===== config.mk =====
export PLATFORM = sky130hd
export DESIGN_NAME = mem_arbiter
export DESIGN_NICKNAME = d
export VERILOG_FILES = /design/src/rtl/mem_arbiter.sv
export SDC_FILE = /design/constraint.sdc
export NUM_CORES = 1
export LEC_CHECK = 0
export BUFFER_PORTS_ARGS = -buffer_cell sky130_fd_sc_hd__buf_2
export CORE_UTILIZATION = 38
export CTS_CLUSTER_SIZE = 25
export DETAILED_ROUTE_END_ITERATION = 12
export PLACE_DENSITY = 0.73
export SLEW_MARGIN = 25
export SYNTH_ARGS = -nofsm -noshare
export SYNTH_HDL_FRONTEND = slang
export SYNTH_SLANG_ARGS = --single-unit

===== constraint.sdc =====
create_clock -name clk -period 6.5 [get_ports clk]
set_input_delay 1.3 -clock clk [delete_from_list [all_inputs] [get_ports clk]]
set_output_delay 1.3 -clock clk [all_outputs]
set_load 0.05 [all_outputs]

===== src/rtl/mem_arbiter.sv =====
// mem_arbiter: shares the MU0 memory between core port C and UART loader port D.
// Ports: clk, rst; cpu_* core port; dbg_* loader port with dbg_lock/dbg_lock_gnt; mem_* memory side.
// Round-robin on contention; dbg_lock gives D exclusive ownership and stalls the core.
// Build option ARB_STATS_EN adds stats_clr (in) and cpu_wait_cnt[15:0] (out).
module mem_arbiter #(
  parameter int ADDR_W     = 16,
  parameter int DATA_W     = 16,
  parameter int RD_LATENCY = 1
) (
  input  logic              clk,
  input  logic              rst,
  input  logic              cpu_req,
  input  logic              cpu_rnw,
  input  logic [ADDR_W-1:0] cpu_addr,
  input  logic [DATA_W-1:0] cpu_wdata,
  output logic [DATA_W-1:0] cpu_rdata,
  output logic              cpu_ack,
  output logic              cpu_stall,
  input  logic              dbg_req,
  input  logic              dbg_rnw,
  input  logic [ADDR_W-1:0] dbg_addr,
  input  logic [DATA_W-1:0] dbg_wdata,
  output logic [DATA_W-1:0] dbg_rdata,
  output logic              dbg_ack,
  input  logic              dbg_lock,
  output logic              dbg_lock_gnt,
  output logic              mem_en,
  output logic              mem_rnw,
  output logic [ADDR_W-1:0] mem_addr,
  output logic [DATA_W-1:0] mem_wdata,
`ifdef ARB_STATS_EN
  input  logic              stats_clr,
  output logic [15:0]       cpu_wait_cnt,
`endif
  input  logic [DATA_W-1:0] mem_rdata
);

  typedef enum logic [1:0] {
    IDLE,
    ISSUE,
    WAIT
  } state_t;

  localparam logic [1:0] LAT_M1 = 2'(RD_LATENCY - 1);
  localparam logic       OWN_C  = 1'b0;
  localparam logic       OWN_D  = 1'b1;

  state_t            state_q, state_d;
  logic              last_q, last_d;
  logic              own_q, own_d;
  logic              rnw_q, rnw_d;
  logic              lock_q, lock_d;
  logic [ADDR_W-1:0] addr_q, addr_d;
  logic [DATA_W-1:0] wdata_q, wdata_d;
  logic [DATA_W-1:0] crd_q, crd_d;
  logic [DATA_W-1:0] drd_q, drd_d;
  logic [1:0]        cnt_q, cnt_d;
  logic              cack_q, cack_d;
  logic              dack_q, dack_d;
  logic              c_elig, d_elig;
  logic              grant_c, grant_d;
  logic              done;

  // A lock request seen in IDLE already keeps the core off the bus,
  // so no core access can slip in on the acceptance cycle.
  always_comb begin
    c_elig  = cpu_req && !cack_q && !lock_q && !dbg_lock;
    d_elig  = dbg_req && !dack_q;
    grant_c = 1'b0;
    grant_d = 1'b0;
    if (state_q == IDLE) begin
      unique case (1'b1)
        c_elig && d_elig: begin
          grant_d = (last_q == OWN_C);
          grant_c = !grant_d;
        end
        c_elig && !d_elig: grant_c = 1'b1;
        !c_elig && d_elig: grant_d = 1'b1;
        default: ;
      endcase
    end
  end

  always_comb begin
    state_d = state_q;
    last_d  = last_q;
    own_d   = own_q;
    rnw_d   = rnw_q;
    addr_d  = addr_q;
    wdata_d = wdata_q;
    cnt_d   = cnt_q;
    crd_d   = crd_q;
    drd_d   = drd_q;
    done    = 1'b0;
    // Lock is accepted only between accesses; release is immediate.
    lock_d  = dbg_lock && (lock_q || state_q == IDLE);
    unique case (state_q)
      IDLE: begin
        if (grant_c || grant_d) begin
          state_d = ISSUE;
          own_d   = grant_d;
          last_d  = grant_d;
          rnw_d   = grant_d ? dbg_rnw : cpu_rnw;
          addr_d  = grant_d ? dbg_addr : cpu_addr;
          wdata_d = grant_d ? dbg_wdata : cpu_wdata;
        end
      end
      ISSUE: begin
        if (rnw_q) begin
          state_d = WAIT;
          cnt_d   = LAT_M1;
        end else begin
          state_d = IDLE;
          done    = 1'b1;
        end
      end
      WAIT: begin
        if (cnt_q == 2'd0) begin
          state_d = IDLE;
          done    = 1'b1;
          if (own_q == OWN_D) begin
            drd_d = mem_rdata;
          end else begin
            crd_d = mem_rdata;
          end
        end else begin
          cnt_d = cnt_q - 2'd1;
        end
      end
      default: state_d = IDLE;
    endcase
    cack_d = done && (own_q == OWN_C);
    dack_d = done && (own_q == OWN_D);
  end

  always_ff @(posedge clk or posedge rst) begin
    if (rst) begin
      state_q <= IDLE;
      last_q  <= OWN_C;
      own_q   <= OWN_C;
      rnw_q   <= 1'b0;
      lock_q  <= 1'b0;
      addr_q  <= '0;
      wdata_q <= '0;
      crd_q   <= '0;
      drd_q   <= '0;
      cnt_q   <= '0;
      cack_q  <= 1'b0;
      dack_q  <= 1'b0;
    end else begin
      state_q <= state_d;
      last_q  <= last_d;
      own_q   <= own_d;
      rnw_q   <= rnw_d;
      lock_q  <= lock_d;
      addr_q  <= addr_d;
      wdata_q <= wdata_d;
      crd_q   <= crd_d;
      drd_q   <= drd_d;
      cnt_q   <= cnt_d;
      cack_q  <= cack_d;
      dack_q  <= dack_d;
    end
  end

  assign mem_en       = (state_q == ISSUE);
  assign mem_rnw      = rnw_q;
  assign mem_addr     = addr_q;
  assign mem_wdata    = wdata_q;
  assign cpu_ack      = cack_q;
  assign dbg_ack      = dack_q;
  assign cpu_rdata    = crd_q;
  assign dbg_rdata    = drd_q;
  assign dbg_lock_gnt = lock_q;
  assign cpu_stall    = lock_q;

`ifdef ARB_STATS_EN
  logic [15:0] wcnt_q;
  logic        c_busy;
  logic        c_wait;

  // Core waiting: requesting, not being granted, not owning the bus
  // and not on its completion cycle.
  assign c_busy = (state_q != IDLE) && (own_q == OWN_C);
  assign c_wait = cpu_req && !grant_c && !c_busy && !cack_q;

  always_ff @(posedge clk or posedge rst) begin
    if (rst) begin
      wcnt_q <= '0;
    end else if (stats_clr) begin
      wcnt_q <= '0;
    end else if (c_wait && wcnt_q != 16'hFFFF) begin
      wcnt_q <= wcnt_q + 16'd1;
    end
  end

  assign cpu_wait_cnt = wcnt_q;
`endif

endmodule

==> impl_metrics.env, run 1 <==
export IMPL_fill_cells=751
export IMPL_clkLatencyLatePin_ns=0.34
export IMPL_io_pins=157
export IMPL_cts_tree="done"
export IMPL_critPathArrivalTime_ns=3.06
export IMPL_wl_per_cell_um=15.8
export IMPL_status="finished clean"
export IMPL_timing_final_ws_setup_ns=3.71
export IMPL_timing_setup_tns_ns=0
export IMPL_initial_core_util_pct=39.5
export IMPL_max_cap_violations=0
export IMPL_cts_hold_buffers=0
export IMPL_dpl_cell_count=474
export IMPL_drcViolationCount=0
export IMPL_criticalPathCategory="in2reg"
export IMPL_h_tree_depth=3
export IMPL_synth_avg_cell_area_um2=14.2
export IMPL_p_clk_share_pct=14.3
export IMPL_fin_nets=471
export IMPL_via_count=2614
export IMPL_syn_cell_area_um2=3260
export IMPL_cts_root_buf="clkbuf_8"
export IMPL_cts_setup_buffers=0
export IMPL_grt_pass1_vias=2557
export IMPL_critPathMaxStageDelay_ns=0.73
export IMPL_core_area_um2=8260
export IMPL_required_ns=6.77
export IMPL_cts_resized_gates=0
export IMPL_crit_chain="buf_2 > or4b_4 > a21boi_4 > o221a_2"
export IMPL_multi_input_area_um2=1300
export IMPL_cts_made_buffers=9
export IMPL_grt_max_degree=74
export IMPL_ir_drop_uv=267
export IMPL_grt_first_pass_wirelength_um=12100
export IMPL_die_x_um=94.6
export IMPL_crit_path_start_kind="input port"
export IMPL_critPathCaptureType="flip-flop"
export IMPL_clockBufferDepth=2
export IMPL_setup_viol=0
export IMPL_dieArea_um2=8950
export IMPL_hold_path_class="reg2reg"
export IMPL_post_route_min_period_ns=2.79
export IMPL_switching_share_pct=51.4
export IMPL_place_congestion=0.731
export IMPL_comb_power_share_pct=56.4
export IMPL_first_iter_violations=71
export IMPL_port_buffers=156
export IMPL_insertedDiodeCount=0
export IMPL_dp_slack_ns=3.36
export IMPL_ys_ff_latch=73
export IMPL_synth_nets=321
export IMPL_tightest_slew_ns=0.908
export IMPL_critPathSlowestCell="a21boi_4"
export IMPL_yosysSeqAreaShare_pct=56.1
export IMPL_ys_types=30
export IMPL_grt_use_total_pct=17.6
export IMPL_clkSinkCount=73
export IMPL_max_freq_mhz=358
export IMPL_p_leak_nw=1.96
export IMPL_area_growth_pct=32.1
export IMPL_wl_um=7760
export IMPL_final_max_slew_viol_count=0
export IMPL_fin_crit_sh_pct=42.9
export IMPL_netlist_instances=230
export IMPL_yosys_warnings=0
export IMPL_clock_skew_ns=0.00928
export IMPL_layout_common_cells="156 x buf_2, 73 x dfrtp_1, 33 x nand4b_1, 33 x o221a_2, 19 x mux2_1"
export IMPL_drtPass1Iterations=6
export IMPL_final_common_cell="buf_2"
export IMPL_power_density_nw_per_um2=628
export IMPL_seqCellArea_um2=1830
export IMPL_p_sw_mw=1.39
export IMPL_seqPwrFrac_pct=29.3
export IMPL_die_y_um=94.6
export IMPL_fin_cells=490
export IMPL_rsz0062_at_grt="no"
export IMPL_via_per_inst=5.33
export IMPL_hold_violations=0
export IMPL_max_slew_margin_pct=39.5
export IMPL_antenna_found_initial=0
export IMPL_ant_nets=0
export IMPL_p_int_mw=1.31
export IMPL_drive_above_1_share_pct=59.0
export IMPL_hpwlAfterDp_um=5410
export IMPL_num_rows=33
export IMPL_clkTransAtPathRegs_ns=0.08
export IMPL_grt_ovfl_total=0
export IMPL_worstPathMaxFanout=33
==> routing by layer <==
layer	vias up	routed length [um]	GRT usage (%)	share of wire, %
met5	-	0	0	0
met3	12	474	4.11	6.1
met1	1281	3390	21.2	44
li1	1211	-	-	-
met4	0	90	6.69	1.2
met2	110	3810	30.4	49
==> path summary, 6_finish.rpt <==
path | to | slack [ns] | start | cells after the start
min in group asynchronous | cpu_rdata[4] | 1.22 | rst | 3
min reg2reg | cpu_rdata[7] | 0.49 | cpu_rdata[7] | 1
max reg2reg | mem_wdata[5] | 4.31 | cpu_stall | 3
max | mem_wdata[5] | 3.71 | dbg_lock | 4
min | cpu_rdata[7] | 0.49 | cpu_rdata[7] | 1
max in group asynchronous | dbg_ack | 4.67 | rst | 3
==> stage by stage <==
| stage | power, mW | util (%) | area, um2 | hold WS (ns) |
|---|---|---|---|---|
| floorplan | 2.00 | - | 3260 | 0.466 |
| global placement | 2.30 | 49.5 | 4090 | 0.468 |
| detailed placement | 2.33 | 49.5 | 4090 | 0.476 |
| CTS | 2.72 | 52.1 | 4300 | 0.493 |
| global route | 2.84 | 52.1 | 4300 | 0.501 |
| finish | 2.70 | 52.1 | 4300 | 0.488 |
==> cells in the mapped netlist <==
library cell	instances	area share [%]
mux2i_1	1	0.31
buf_4	4	0.92
nor2_1	3	0.35
dfrtp_1	73	56
or4b_4	1	0.42
o21ai_4	1	0.50
nor4b_2	1	0.46
ha_1	4	1.5
nand2b_1	3	0.58
a211oi_1	2	0.46
o21a_1	1	0.23
buf_2	2	0.31
a31oi_1	2	0.38
and3b_1	1	0.27
or3b_1	1	0.27
a21boi_4	1	0.58
o22a_1	1	0.27
a21oi_1	1	0.15
o221a_2	33	11
inv_1	6	0.69
nor2b_1	1	0.19
buf_6	3	1.0
a32o_1	2	0.61
nand2_1	2	0.23
mux2_1	19	6.6
mux2_2	13	4.5
inv_2	1	0.12
clkbuf_1	11	1.3
nand3_1	3	0.46
nand4b_1	33	8.9
==> power groups by stage <==
| stage | logic, mW | registers (mW) | clock network (mW) |
|---|---|---|---|
| floorplan | 0.486 | 1.51 | 0 |
| global placement | 1.51 | 0.792 | 0 |
| detailed placement | 1.53 | 0.798 | 0 |
| CTS | 1.53 | 0.794 | 0.396 |
| global route | 1.61 | 0.819 | 0.416 |
| finish | 1.52 | 0.792 | 0.386 |
==> layout make-up <==
class	instances	area share, %
clock inverters	6	2.09
flip-flops and latches	73	42.4
clock buffers	10	2.97
multi-input cells	130	30.2
inverters	7	0.610
repair buffers	159	18.7
well taps	105	3.05
==> critical path: cells and delay by family <==
kind / cells / cell delay, ns
AO/OA/AOI/OAI: 2 / 1.05
AND/OR/NAND/NOR: 1 / 0.57
buffers and inverters: 1 / 0.13
==> kinds of logic (layout without fill, tap and decap cells) <==
family	Yosys count	count (layout)	synth area share, %
muxes	33	33	11.4
buffers and inverters	27	182	4.34
and+or+nand+nor	49	49	12.1
AOI/OAI and AO/OA	44	44	14.6
DFF	73	73	56.1
adders and majority gates	4	4	1.54
==> flip-flops by register name, indices dropped and copies added (netlist names) <==
name       cells
mem_wdata     16
mem_addr      16
cpu_rdata     16
mem_rnw        1
own_q          1
cnt_q          2
state_q        2
dbg_rdata     16
dbg_ack        1
cpu_stall      1
cpu_ack        1
(Power assumes the default switching activity.)
==> inputs of run 2 (changes only) <==
Settings changed: ABC_AREA set to 1, PLACE_DENSITY 0.73 to 0.71.
Clock period 6.5 ns to 2.6 ns, I/O delays scaled along.
==> run 2 against run 1 <==
  * Hold slack lost 0.24 ns
  * Clock power grew to 2.8 times the previous value
  * Area after synthesis grew 9.6%
==> impl_metrics.env, run 2 <==
export IMPL_setup_viol=0
export IMPL_fill_cells=908
export IMPL_hold_ws_ns=0.248
export IMPL_core_area_um2=9150
export IMPL_clkTransAtPathRegs_ns=0.09
export IMPL_criticalPathCategory="reg2reg"
export IMPL_area_growth_pct=30.6
export IMPL_cts_tree="done"
export IMPL_drcViolationCount=0
export IMPL_ys_flop_type="dfrtp_1"
export IMPL_yosys_warnings=0
export IMPL_critPathArrivalTime_ns=2.19
export IMPL_die_x_um=98.9
export IMPL_via_per_inst=4.73
export IMPL_p_leak_nw=2.84
export IMPL_layout_common_cells="156 x buf_2, 111 x nand2_1, 101 x nand3_1"
export IMPL_tightest_slew_ns=0.680
export IMPL_ys_types=19
export IMPL_synth_nets=548
export IMPL_crit_buf_inv=1
export IMPL_netlist_instances=457
export IMPL_met2_usage_pct=33.9
export IMPL_port_buffers=156
export IMPL_rsz0062_at_grt="no"
export IMPL_ant_nets=0
export IMPL_cts_made_buffers=9
export IMPL_crit_chain="inv_1 > ha_1 > nand3_4 > nand2_2 > nand3_1 > nand2_1"
export IMPL_insertedDiodeCount=0
export IMPL_p_total_mw=7.04
export IMPL_clkSinkCount=73
export IMPL_fin_nets=698
export IMPL_ys_ff_latch=73
export IMPL_first_iter_violations=155
export IMPL_met3_usage_pct=4.89
export IMPL_wl_um=9210
export IMPL_grt_ovfl_total=0
export IMPL_status="finished clean"
export IMPL_wl_per_cell_um=12.7
export IMPL_synthTopCellsByArea="dfrtp_1 51%, nand3_1 14%, nand2_1 12%"
export IMPL_synth_simple_area_share_pct=28.0
export IMPL_cts_hold_buffers=0
export IMPL_critPathCaptureType="flip-flop"
export IMPL_path_delay_family="simple AND/OR/NAND/NOR gates"
export IMPL_ir_drop_uv=1010
export IMPL_post_route_min_period_ns=1.92
export IMPL_critPathSlowestCell="nand2_2"
export IMPL_synth_top_family_by_area="simple AND/OR/NAND/NOR gates"
export IMPL_synth_top_cells_by_count="111 x nand2_1, 101 x nand3_1, 94 x inv_1, 73 x dfrtp_1, 36 x o21ai_0"
export IMPL_synth_most_common_cell="nand2_1"
export IMPL_antenna_found_initial=0
export IMPL_yosysSeqAreaShare_pct=51.2
export IMPL_fin_crit_sh_pct=73.7
export IMPL_critPathMaxStageDelay_ns=0.58
export IMPL_cts_setup_buffers=0
export IMPL_synth_top_area_share_pct=51.2
export IMPL_grt_pass1_vias=3349
export IMPL_timing_setup_tns_ns=0
export IMPL_drtPass1Iterations=4
export IMPL_grt_max_degree=36
export IMPL_cts_root_buf="clkbuf_8"
export IMPL_num_rows=35
export IMPL_synth_enable_flop_cells=0
export IMPL_busiest_layer="met2"
export IMPL_drive_above_1_share_pct=30.9
export IMPL_multi_input_area_um2=1240
export IMPL_final_core_util_pct=50.9
export IMPL_seqCellArea_um2=1830
export IMPL_synthAdderAreaFrac_pct=1.40
export IMPL_io_pins=157
export IMPL_async_flop_share_pct=100
export IMPL_final_max_slew_viol_count=0
export IMPL_die_y_um=98.9
export IMPL_clock_skew_ns=0.0119
export IMPL_synth_mux_area_share_pct=0
export IMPL_clockBufferDepth=2
export IMPL_hpwlAfterDp_um=6660
export IMPL_synth_compound_gate_area_share_pct=5.43
export IMPL_met1_usage_pct=23.6
export IMPL_max_cap_violations=0
export IMPL_clkLatencyLatePin_ns=0.34
export IMPL_grt_use_total_pct=19.7
export IMPL_place_congestion=0.794
export IMPL_synth_avg_cell_area_um2=7.81
export IMPL_power_density_nw_per_um2=1510
export IMPL_dieArea_um2=9790
export IMPL_hold_violations=0
export IMPL_syn_cell_area_um2=3570
export IMPL_crit_path_start_kind="flip-flop"
export IMPL_cts_resized_gates=0
export IMPL_worstPathMaxFanout=35
export IMPL_hold_path_class="in2async"
export IMPL_final_common_cell="buf_2"
export IMPL_h_tree_depth=3
export IMPL_via_count=3418
export IMPL_max_slew_margin_pct=54.5
export IMPL_max_freq_mhz=522
export IMPL_required_ns=2.87
export IMPL_synth_xor_area_share_pct=0
export IMPL_synth_largest_area_cell="dfrtp_1"
export IMPL_initial_core_util_pct=39.0
export IMPL_grt_first_pass_wirelength_um=15200
==> run 2: changes by cell type in the layout (fill, tap and decap cells not counted), moves of 3 or more <==
cell	previous run	this run
nand4b_1	33	0
nand3_1	3	101
nand2_1	2	111
nand2b_1	3	0
mux2_2	13	0
o221a_2	33	0
o21ai_0	0	36
inv_1	5	93
buf_4	3	8
mux2_1	19	0
==> run 2: power by group <==
group	internal (mW)	switching [mW]
sequential	1.69	0.322
clock	0.667	0.434
combinational	0.897	3.03
total	3.25	3.79
==> run 2: per-layer routing <==
layer / share of wire [%] / up-vias
li1: - / 1700
met3: 6.3 / 11
met2: 50 / 111
met5: 0 / -
met1: 42 / 1596
met4: 1.5 / 0
==> run 2: layout make-up <==
class	instances	share of cell area [%]
clock buffer	10	2.95
clock inverter	6	2.47
inverter	95	7.68
multi-input combinational	264	26.7
sequential	73	39.2
tap	111	2.98
timing repair buffer	164	18.0
==> run 2: cell families after synthesis <==
logic type / count (synthesis)
AO/OA/AOI/OAI: 38
adder cells (fa/ha/maj): 4
buffers and inverters: 120
flip-flops: 73
AND/OR/NAND/NOR: 222
==> run 2: stage by stage <==
stage          cell area [um2]  instances  worst slack, ns
3_3_place_gp              4410        707            0.780
2_1_floorplan             3570        457            0.227
3_5_place_dp              4410        707            0.695
6_report                  4660        723            0.683
4_1_cts                   4660        723            0.678
5_1_grt                   4660        723            0.521
==> run 2: worst paths after layout <==
path | cells after the start | from | slack [ns] | to
worst min register to register | 2 | cpu_rdata[8] | 0.48 | cpu_rdata[8]
worst min-delay path | 2 | rst | 0.25 | mem_addr[4]
max in group asynchronous | 3 | rst | 1.59 | dbg_rdata[14]
min in group clk | 2 | dbg_lock | 0.43 | cpu_stall
worst max register to register | 6 | state_q[0] | 0.68 | mem_wdata[9]
worst max-delay path | 6 | state_q[0] | 0.68 | mem_wdata[9]
